$ cat src/rtl/clint_sched_pkg.sv
// Shared types and constants for the CLINT timer-event scheduler.
package clint_sched_pkg;

   typedef enum logic [2:0] {
      ST_INIT_WR,
      ST_IDLE,
      ST_SCAN,
      ST_WR_LO_MAX,
      ST_WR_HI,
      ST_WR_LO,
      ST_FIRE
   } sched_state_e;

   typedef enum logic [1:0] {
      WP_IDLE,
      WP_LO_MAX,
      WP_HI,
      WP_LO
   } wr_phase_e;

   typedef struct packed {
      logic        valid;
      logic [63:0] deadline;
   } slot_t;

   localparam logic OpArm    = 1'b0;
   localparam logic OpCancel = 1'b1;

   localparam logic [31:0] DefCmpLowAddr  = 32'h0000_4000;
   localparam logic [31:0] DefCmpHighAddr = 32'h0000_4004;

   localparam logic [63:0] AllOnes = '1;

endpackage

$ cat src/rtl/clint_cmp_writer.sv
// Three-write mtimecmp sequencer: low <- all-ones, high <- target[63:32], low <- target[31:0].
module clint_cmp_writer
   import clint_sched_pkg::*;
#(
   parameter logic [31:0] CmpLowAddr  = DefCmpLowAddr,
   parameter logic [31:0] CmpHighAddr = DefCmpHighAddr
) (
   input  logic        clk_i,
   input  logic        rst_i,
   input  logic        start_i,
   input  logic [63:0] target_i,
   output logic        done_o,
   output logic        idle_o,
   output logic        wr_valid_o,
   input  logic        wr_ready_i,
   output logic [31:0] wr_addr_o,
   output logic [31:0] wr_data_o
);

   wr_phase_e   phase_q, phase_d;
   logic        valid_q, valid_d;
   logic [31:0] addr_q, addr_d;
   logic [31:0] data_q, data_d;
   logic [63:0] tgt_q, tgt_d;

   always_comb begin
      phase_d = phase_q;
      valid_d = valid_q;
      addr_d  = addr_q;
      data_d  = data_q;
      tgt_d   = tgt_q;
      done_o  = 1'b0;
      // Parking the low word at all-ones first keeps the compare from firing
      // on a half-updated value while the high word changes.
      unique case (phase_q)
         WP_IDLE: begin
            if (start_i) begin
               tgt_d   = target_i;
               valid_d = 1'b1;
               addr_d  = CmpLowAddr;
               data_d  = 32'hFFFF_FFFF;
               phase_d = WP_LO_MAX;
            end
         end
         WP_LO_MAX: begin
            if (wr_ready_i) begin
               addr_d  = CmpHighAddr;
               data_d  = tgt_q[63:32];
               phase_d = WP_HI;
            end
         end
         WP_HI: begin
            if (wr_ready_i) begin
               addr_d  = CmpLowAddr;
               data_d  = tgt_q[31:0];
               phase_d = WP_LO;
            end
         end
         WP_LO: begin
            if (wr_ready_i) begin
               valid_d = 1'b0;
               done_o  = 1'b1;
               phase_d = WP_IDLE;
            end
         end
         default: phase_d = WP_IDLE;
      endcase
   end

   always_ff @(posedge clk_i) begin
      tgt_q <= tgt_d;
      if (rst_i) begin
         phase_q <= WP_IDLE;
         valid_q <= 1'b0;
         addr_q  <= '0;
         data_q  <= '0;
      end else begin
         phase_q <= phase_d;
         valid_q <= valid_d;
         addr_q  <= addr_d;
         data_q  <= data_d;
      end
   end

   assign idle_o     = (phase_q == WP_IDLE);
   assign wr_valid_o = valid_q;
   assign wr_addr_o  = addr_q;
   assign wr_data_o  = data_q;

endmodule

$ cat src/rtl/clint_timer_sched.sv
// Multiplexes NumSlots software deadlines onto one CLINT mtimecmp: sequential
// earliest-deadline scan, glitch-free reprogramming and one-at-a-time expiry.
module clint_timer_sched
   import clint_sched_pkg::*;
#(
   parameter int unsigned NumSlots    = 4,
   parameter int unsigned IdWidth     = $clog2(NumSlots),
   parameter logic [31:0] CmpLowAddr  = DefCmpLowAddr,
   parameter logic [31:0] CmpHighAddr = DefCmpHighAddr
) (
   input  logic               clk_i,
   input  logic               rst_i,
   input  logic [63:0]        mtime_i,
   input  logic               cmd_valid_i,
   output logic               cmd_ready_o,
   input  logic               cmd_op_i,
   input  logic [IdWidth-1:0] cmd_id_i,
   input  logic [63:0]        cmd_deadline_i,
   output logic               wr_valid_o,
   input  logic               wr_ready_i,
   output logic [31:0]        wr_addr_o,
   output logic [31:0]        wr_data_o,
   output logic               exp_valid_o,
   input  logic               exp_ready_i,
   output logic [IdWidth-1:0] exp_id_o,
   output logic               busy_o
);

   sched_state_e       state_q, state_d;
   slot_t              slots_q [NumSlots];
   slot_t              slots_d [NumSlots];
   logic [63:0]        prog_q, prog_d;
   logic [63:0]        tgt_q, tgt_d;
   logic [IdWidth-1:0] scan_idx_q, scan_idx_d;
   logic               min_valid_q, min_valid_d;
   logic [63:0]        min_dl_q, min_dl_d;
   logic               exp_found_q, exp_found_d;
   logic [IdWidth-1:0] exp_slot_q, exp_slot_d;
   logic               exp_valid_q, exp_valid_d;
   logic [IdWidth-1:0] exp_id_q, exp_id_d;

   slot_t              cur_slot;
   logic [63:0]        scan_tgt;
   logic               enter_scan;
   logic               wr_start;
   logic [63:0]        wr_target;
   logic               wr_done;
   logic               wr_idle;

   assign cur_slot = slots_q[scan_idx_q];

   always_comb begin
      state_d     = state_q;
      slots_d     = slots_q;
      prog_d      = prog_q;
      tgt_d       = tgt_q;
      scan_idx_d  = scan_idx_q;
      min_valid_d = min_valid_q;
      min_dl_d    = min_dl_q;
      exp_found_d = exp_found_q;
      exp_slot_d  = exp_slot_q;
      exp_valid_d = exp_valid_q;
      exp_id_d    = exp_id_q;
      scan_tgt    = AllOnes;
      enter_scan  = 1'b0;
      wr_start    = 1'b0;
      wr_target   = AllOnes;

      unique case (state_q)
         ST_INIT_WR: begin
            wr_start = wr_idle;
            if (wr_start) tgt_d = AllOnes;
            if (wr_done) begin
               prog_d  = tgt_q;
               state_d = ST_IDLE;
            end
         end
         ST_IDLE: begin
            if (cmd_valid_i) begin
               if (cmd_op_i == OpArm) begin
                  slots_d[cmd_id_i].valid    = 1'b1;
                  slots_d[cmd_id_i].deadline = cmd_deadline_i;
               end else begin
                  slots_d[cmd_id_i].valid = 1'b0;
               end
               enter_scan = 1'b1;
            end else if (mtime_i >= prog_q) begin
               enter_scan = 1'b1;
            end
         end
         ST_SCAN: begin
            // Strict less-than keeps the lower index on equal deadlines.
            if (cur_slot.valid && (!min_valid_q || cur_slot.deadline < min_dl_q)) begin
               min_valid_d = 1'b1;
               min_dl_d    = cur_slot.deadline;
            end
            if (!exp_found_q && cur_slot.valid && cur_slot.deadline <= mtime_i) begin
               exp_found_d = 1'b1;
               exp_slot_d  = scan_idx_q;
            end
            if (scan_idx_q == IdWidth'(NumSlots - 1)) begin
               scan_tgt = min_valid_d ? min_dl_d : AllOnes;
               if (exp_found_d) begin
                  exp_valid_d = 1'b1;
                  exp_id_d    = exp_slot_d;
                  state_d     = ST_FIRE;
               end else if (scan_tgt == prog_q) begin
                  state_d = ST_IDLE;
               end else begin
                  wr_start  = 1'b1;
                  wr_target = scan_tgt;
                  tgt_d     = scan_tgt;
                  state_d   = ST_WR_LO_MAX;
               end
            end else begin
               scan_idx_d = scan_idx_q + 1'b1;
            end
         end
         ST_WR_LO_MAX: if (wr_valid_o && wr_ready_i) state_d = ST_WR_HI;
         ST_WR_HI:     if (wr_valid_o && wr_ready_i) state_d = ST_WR_LO;
         ST_WR_LO: begin
            if (wr_done) begin
               prog_d  = tgt_q;
               state_d = ST_IDLE;
            end
         end
         ST_FIRE: begin
            if (exp_ready_i) begin
               slots_d[exp_id_q].valid = 1'b0;
               exp_valid_d = 1'b0;
               enter_scan  = 1'b1;
            end
         end
         default: state_d = ST_INIT_WR;
      endcase

      if (enter_scan) begin
         state_d     = ST_SCAN;
         scan_idx_d  = '0;
         min_valid_d = 1'b0;
         exp_found_d = 1'b0;
      end
   end

   always_ff @(posedge clk_i) begin
      tgt_q      <= tgt_d;
      min_dl_q   <= min_dl_d;
      exp_slot_q <= exp_slot_d;
      for (int i = 0; i < NumSlots; i++) begin
         slots_q[i].deadline <= slots_d[i].deadline;
         slots_q[i].valid    <= rst_i ? 1'b0 : slots_d[i].valid;
      end
      if (rst_i) begin
         state_q     <= ST_INIT_WR;
         prog_q      <= AllOnes;
         scan_idx_q  <= '0;
         min_valid_q <= 1'b0;
         exp_found_q <= 1'b0;
         exp_valid_q <= 1'b0;
         exp_id_q    <= '0;
      end else begin
         state_q     <= state_d;
         prog_q      <= prog_d;
         scan_idx_q  <= scan_idx_d;
         min_valid_q <= min_valid_d;
         exp_found_q <= exp_found_d;
         exp_valid_q <= exp_valid_d;
         exp_id_q    <= exp_id_d;
      end
   end

   clint_cmp_writer #(
      .CmpLowAddr (CmpLowAddr),
      .CmpHighAddr(CmpHighAddr)
   ) u_writer (
      .clk_i     (clk_i),
      .rst_i     (rst_i),
      .start_i   (wr_start),
      .target_i  (wr_target),
      .done_o    (wr_done),
      .idle_o    (wr_idle),
      .wr_valid_o(wr_valid_o),
      .wr_ready_i(wr_ready_i),
      .wr_addr_o (wr_addr_o),
      .wr_data_o (wr_data_o)
   );

   assign cmd_ready_o = (state_q == ST_IDLE);
   assign busy_o      = (state_q != ST_IDLE);
   assign exp_valid_o = exp_valid_q;
   assign exp_id_o    = exp_id_q;

endmodule

$ cat config.mk
export PLATFORM = sky130hd
export DESIGN_NAME = clint_timer_sched
export DESIGN_NICKNAME = d
export VERILOG_FILES = /design/src/rtl/clint_sched_pkg.sv /design/src/rtl/clint_cmp_writer.sv /design/src/rtl/clint_timer_sched.sv
export SDC_FILE = /design/constraint.sdc
export NUM_CORES = 1
export LEC_CHECK = 0
export CAP_MARGIN = 10
export CORE_MARGIN = 2
export CORE_UTILIZATION = 35
export DETAILED_ROUTE_END_ITERATION = 8
export PLACE_DENSITY = 0.61
export SYNTH_ARGS = -nofsm -noshare
export SYNTH_HDL_FRONTEND = slang
export SYNTH_HIERARCHICAL = 1
export SYNTH_SLANG_ARGS = --single-unit
$ cat constraint.sdc
create_clock -name clk_i -period 8.6 [get_ports clk_i]
set_input_delay 2.15 -clock clk_i [delete_from_list [all_inputs] [get_ports clk_i]]
set_output_delay 2.15 -clock clk_i [all_outputs]
set_load 0.05 [all_outputs]
; Word-level counts from Yosys, hierarchy flattened
; Index checks and enable logic that the tools add are counted.
[op_classes]
reduce_logical = 32
n_eq_ne = 31
n_addsub = 1
mux = 68
bitwise_logic = 6
magnitude_cmp = 8
[ops]
columns = op, count
row1 = $bwmux 260, 4
row2 = $mux 260, 3
row3 = $pmux 260 s2, 1
row4 = $mux 64, 8
row5 = $demux 65 s2, 3
row6 = $mux 65, 4
row7 = $mux 32, 6
row8 = $pmux 32 s3, 2
row9 = $bmux 65 s2, 1
row10 = $pmux 64 s2, 1
row11 = $eq 64x64->1, 1
row12 = $ge 64x64->1, 1
row13 = $le 64x64->1, 1
row14 = $lt 64x64->1, 1
row15 = $ne 2x2->1 const B, 12
row16 = $mux 1, 17
row17 = $mux 3, 5
row18 = $pmux 3 s5, 1
row19 = $reduce_and 5->1, 3
row20 = $mux 2, 7
row21 = $reduce_and 4->1, 3
row22 = $eq 3x3->1 const B, 3
row23 = $ge 3x3->1 const B, 3
row24 = $ne 3x3->1 const B, 3
row25 = other kinds (23), 52
[totals]
elab_cells = 170
out_inout_bits = 70
ff_bits = 595

; Longest topological paths before layout
[logic_depth]
ltp_word = 17
ltp_mapped = 28

; Hierarchy
; Netlist, hierarchy kept.
[by_module_without_submodules]
columns = mod, area_each_um2, n_inst, cells_per_inst, seq_area_each_um2
row1 = clint_timer_sched, 26945.8, 1, 2442, 13152.6
row2 = clint_cmp_writer, 4038.9, 1, 291, 2662.6

; Worst setup path before layout
; OpenSTA, ideal clock, no wires.
[synth_path]
path_type = reg-to-reg
startpoint = register scan_idx_q[0]
endpoint = register tgt_q[0] (netlist name)
path_stages_with_launch = 22
slack_ps = 1463
arrival_time_ps = 6285
period_less_slack_ps = 7137
n_path_buf = 6
setup_ps = 852
required_ps = 7748
cell_sequence = dfxtp_1 > buf_4 > buf_4 > buf_4 > buf_2 > mux2_2 > nor2_1 > a21oi_1 > ha_1 > a21o_1 > a221oi_1 > o22ai_1 > or4_4 > nor4b_4 > a21oi_2 > buf_2 > buf_2 > o221a_2 > nor4_1 > nand4_1 > o21ai_0 > nand3_1
[synth_lines]
columns = element, line
row1 = start: declaration, clint_timer_sched.sv:34  ; logic [IdWidth-1:0] scan_idx_q, scan_idx_d;
row2 = start signal: assignment, clint_timer_sched.sv:164  ; scan_idx_q <= scan_idx_d;

; Worst setup path in the final report
[layout_path]
startpoint = register scan_idx_q[1]
endpoint = register u_writer.tgt_q[59], enable pin
[layout_via]
elab_chain_len = 16
elab_cells_between_ends = 24
[layout_lines]
columns = element, line
row1 = $not 2->3 (implied by the code), clint_timer_sched.sv:50  ; assign cur_slot = slots_q[scan_idx_q];
row2 = $bmux 65 s2, clint_timer_sched.sv:50
row3 = $mux 65 (implied by the code) (2 in series), clint_timer_sched.sv:50
row4 = $lt 64x64->1, clint_timer_sched.sv:93  ; if (cur_slot.valid && (!min_valid_q || cur_slot.deadline < min_dl_q)) begin
row5 = $logic_or 1x1->1, clint_timer_sched.sv:93
row6 = $logic_and 1x1->1, clint_timer_sched.sv:93
row7 = $mux 64 or $mux 1 (tied branches), clint_timer_sched.sv:93
row8 = $mux 64 or $mux 1 (tied branches), clint_timer_sched.sv:69  ; unique case (state_q)
row9 = $mux 64, clint_timer_sched.sv:102  ; scan_tgt = min_valid_d ? min_dl_d : AllOnes;
row10 = $eq 64x64->1, clint_timer_sched.sv:107  ; end else if (scan_tgt == prog_q) begin
row11 = $mux 1, clint_timer_sched.sv:107
row12 = $mux 1, clint_timer_sched.sv:103  ; if (exp_found_d) begin
row13 = $mux 1 *, clint_timer_sched.sv:101  ; if (scan_idx_q == IdWidth'(NumSlots - 1)) begin
row14 = $pmux 1 s2 *, clint_timer_sched.sv:69
row15 = named net wr_start, clint_timer_sched.sv:45  ; logic wr_start;
row16 = $reduce_and 2->1 (no source line) *, -
row17 = end signal: assignment, clint_cmp_writer.sv:71  ; tgt_q <= tgt_d;
row18 = end: declaration, clint_cmp_writer.sv:24  ; logic [63:0] tgt_q, tgt_d;
; The timed path passes the listed nets; every way through them passes the cells marked *. The select of a mux whose other input is x is not followed.
; A chain may end at the register's enable or synchronous reset.

==> run metrics <==
mean post-synth cell area 11.3 um^2; DRC viols 0; leakage power 13.2 nW; RSZ-0062 raised after global routing no; FF+latch count, synth 565; setup ws final 0.890 ns; Slew Limit Fails 0; CTS Root Cell clkbuf_16; minimum clock period 7.71 ns; Post-Route Skew 0.0453 ns; Total Wirelength 104000 um; worst vdd ir 0.000239 V; area share of the largest cell type after synthesis 0.436; antenna violations before repair 2; top cells by count, synth edfxtp_1, and2_1, inv_1; Tcrit/Tclk final 0.896; Via density 5.72; wire length of the first global-routing pass 151000 um; Die X 302 um; Worst EP required 8.92 ns; Place WS 0.595 ns; WHS Path Cells 1; status completed; GRT overflow 0; Fin. Hold Viols 0; Die Footprint 90900 um^2; critical path arrival 8.03 ns; Final GP Congestion 1.04; Routed WL per cell 25.7 um; top-count cell post-synth edfxtp_1; maximum clock rate 130 MHz; CTS Sinks 565; fin area 35900 um^2; Util after Layout 0.407; Setup TNS 0 ns; largest net degree at the start of global routing 76; Clock Pin Slew Worst Setup and Hold Paths 0.06 ns; Slew @ Worst Pin 1.15 ns; Gate power share 0.262; placed cell areas 33700 um^2; worst-skew pair later-pin latency 0.64 ns; mapped cell area 31000 um^2; Synth Instances 2733; sequential share of the synthesized area 0.510; vias in the first global route 22100; final setup fails 0; Psw 0.00278 W; CTS tree done; Port Buf Inserts 175; Clock Power Share 0.341; Critical path origin scan_idx_q[1]; I/O pins 206; startpoint of the worst hold path tgt_q[7]; Post-CTS Setup Inserts 0; switching part of the total power 0.339; sequential share of power 0.397; hold_buf cts 0; Int Pwr 0.00542 W; share of post-route cells with drive strength above 1 0.0994; 1st-iter DRT viols 2720; Post-CTS Resized 0; post-synthesis async set-or-reset flop share 0; number of cells on the worst reg-to-reg path 19; Die Y 302 um; number of enable flip-flop cells after synthesis 450; antenna-violating nets left 0; Worst setup SP type flop; top cells by area, synth edfxtp_1, ha_1, dfxtp_1; FF-to-FF Start scan_idx_q[1]; crit end category flop; GR Util All Layers 0.225; Via Count 23200; CP Max Fanout 61; power density over the cells 228 nW/um^2; main flop type after synthesis edfxtp_1; initial core utilization 0.352; crit path kind reg2reg; nets@finish 3178; Ys Warns 6; Unique masters post-synth 75; dpl hpwl 75800 um; first drt pass iteration count 6; total core area 88100 um^2; Layout area overhead 15.9%; Hold Path Class reg2reg; H-tree levels 3; area leader, netlist edfxtp_1; Slew headroom 0.235; number of max-cap violations 0; Longest Clk Path Bufs 3; Site Rows 109; CTS buffer count 66; WHS 0.438 ns
[routing by layer]
metal	GRT usage	up-vias	wire (um)
met4	0.0982	2	4780
met2	0.333	1172	45100
li1	-	10500	-
met3	0.0524	241	9540
met5	0	-	13
met1	0.313	11300	45000
[logic make-up (layout without fill, tap and decap cells)]
kind of cell,count (synthesis),in the layout,synth area share
and+or+nand+nor,752,752,0.134
AOI/OAI and AO/OA,722,722,0.168
DFF,565,565,0.510
buffers and inverters,415,550,0.0579
adders and majority gates,198,198,0.0800
muxes,78,78,0.0493
xor gates and xnor gates,2,2,0.000565
other,1,32,0.000121
[area by class of cell]
class | count | area [um^2]
clock inverter | 24 | 290
multi-input combinational | 1782 | 13600
clock buffer | 97 | 1860
tap | 1165 | 1460
fill | 8446 | 52200
inverter | 213 | 800
antenna | 2 | 5.00
timing repair buffer | 216 | 2090
sequential | 565 | 15800
[cells in the final DEF (no fill, tap or decap), types with 9 or more instances in the layout]
cell             count
inv_1              208
buf_4               39
and2_1             260
o21ai_0            106
a22oi_1             34
nand2b_1            82
nand3_1             13
a21oi_1             81
a21o_1              52
o21a_1               9
nor4_1              40
a211oi_1            10
ha_1               198
o22ai_1            109
clkbuf_16           67
edfxtp_1           450
mux4_2              59
a211o_1             68
o211ai_1            62
mux2i_1             11
clkdlybuf4s50_1    174
nor2b_1             13
a31oi_1             41
o221a_2             53
conb_1              30
a311oi_1            33
clkbuf_1            22
nor3_1              17
nor2_1             118
nand4_1             46
a221oi_1             9
dfxtp_1            113
nand2_1            119
[power by group through the flow]
stage	Clock [W]	Combinational (W)	Sequential [W]
6_report	0.00279	0.00215	0.00325
5_1_grt	0.00294	0.00229	0.00327
4_1_cts	0.00284	0.00213	0.00325
3_5_place_dp	0	0.00212	0.00331
3_3_place_gp	0	0.00211	0.00331
2_1_floorplan	0	0.00123	0.00357
[critical path, stage by stage, from the launching register on]
cell and delay, ns:
dfxtp_4 0.92, buf_4 0.42, nor2_1 0.11, a21oi_1 0.54, ha_1 0.38, a21oi_1 0.15, a21oi_1 0.07, a2111oi_0 0.61
buf_4 0.22, a211o_1 0.11, nor4b_4 0.43, a21o_4 0.63, buf_4 0.43, o32ai_1 0.14, nor4_1 0.22, nand4_1 0.17
o31ai_1 0.48, nand3_1 0.38, and2_2 0.53, buf_4 0.38
[stage by stage]
| step | total power [W] | instances |
|---|---|---|
| global route | 0.00850 | 4062 |
| CTS | 0.00822 | 4062 |
| global placement | 0.00542 | 3941 |
| floorplan | 0.00480 | 2762 |
| finish | 0.00820 | 4064 |
| detailed placement | 0.00543 | 3941 |
[flip-flops by register name, indices dropped and copies added (netlist names)]
| signal | flops |
|---|---|
| exp_slot_q | 2 |
| prog_q | 64 |
| u_writer/tgt_q | 64 |
| slots_q | 260 |
| min_dl_q | 64 |
| exp_valid_o | 1 |
| tgt_q | 64 |
| exp_found_q | 1 |
| scan_idx_q | 2 |
| u_writer/phase_q | 2 |
| state_q | 3 |
| u_writer/wr_addr_o | 2 |
| u_writer/wr_data_o | 32 |
| exp_id_o | 2 |
| min_valid_q | 1 |
| u_writer/wr_valid_o | 1 |
[final timing paths]
check                                     endpoint  slack, ns
worst min-delay path                     prog_q[7]       0.44
worst min register to register           prog_q[7]       0.44
worst max-delay path            u_writer/tgt_q[59]       0.89
worst max register to register  u_writer/tgt_q[59]       0.89
Power figures use the tool's default switching activity.
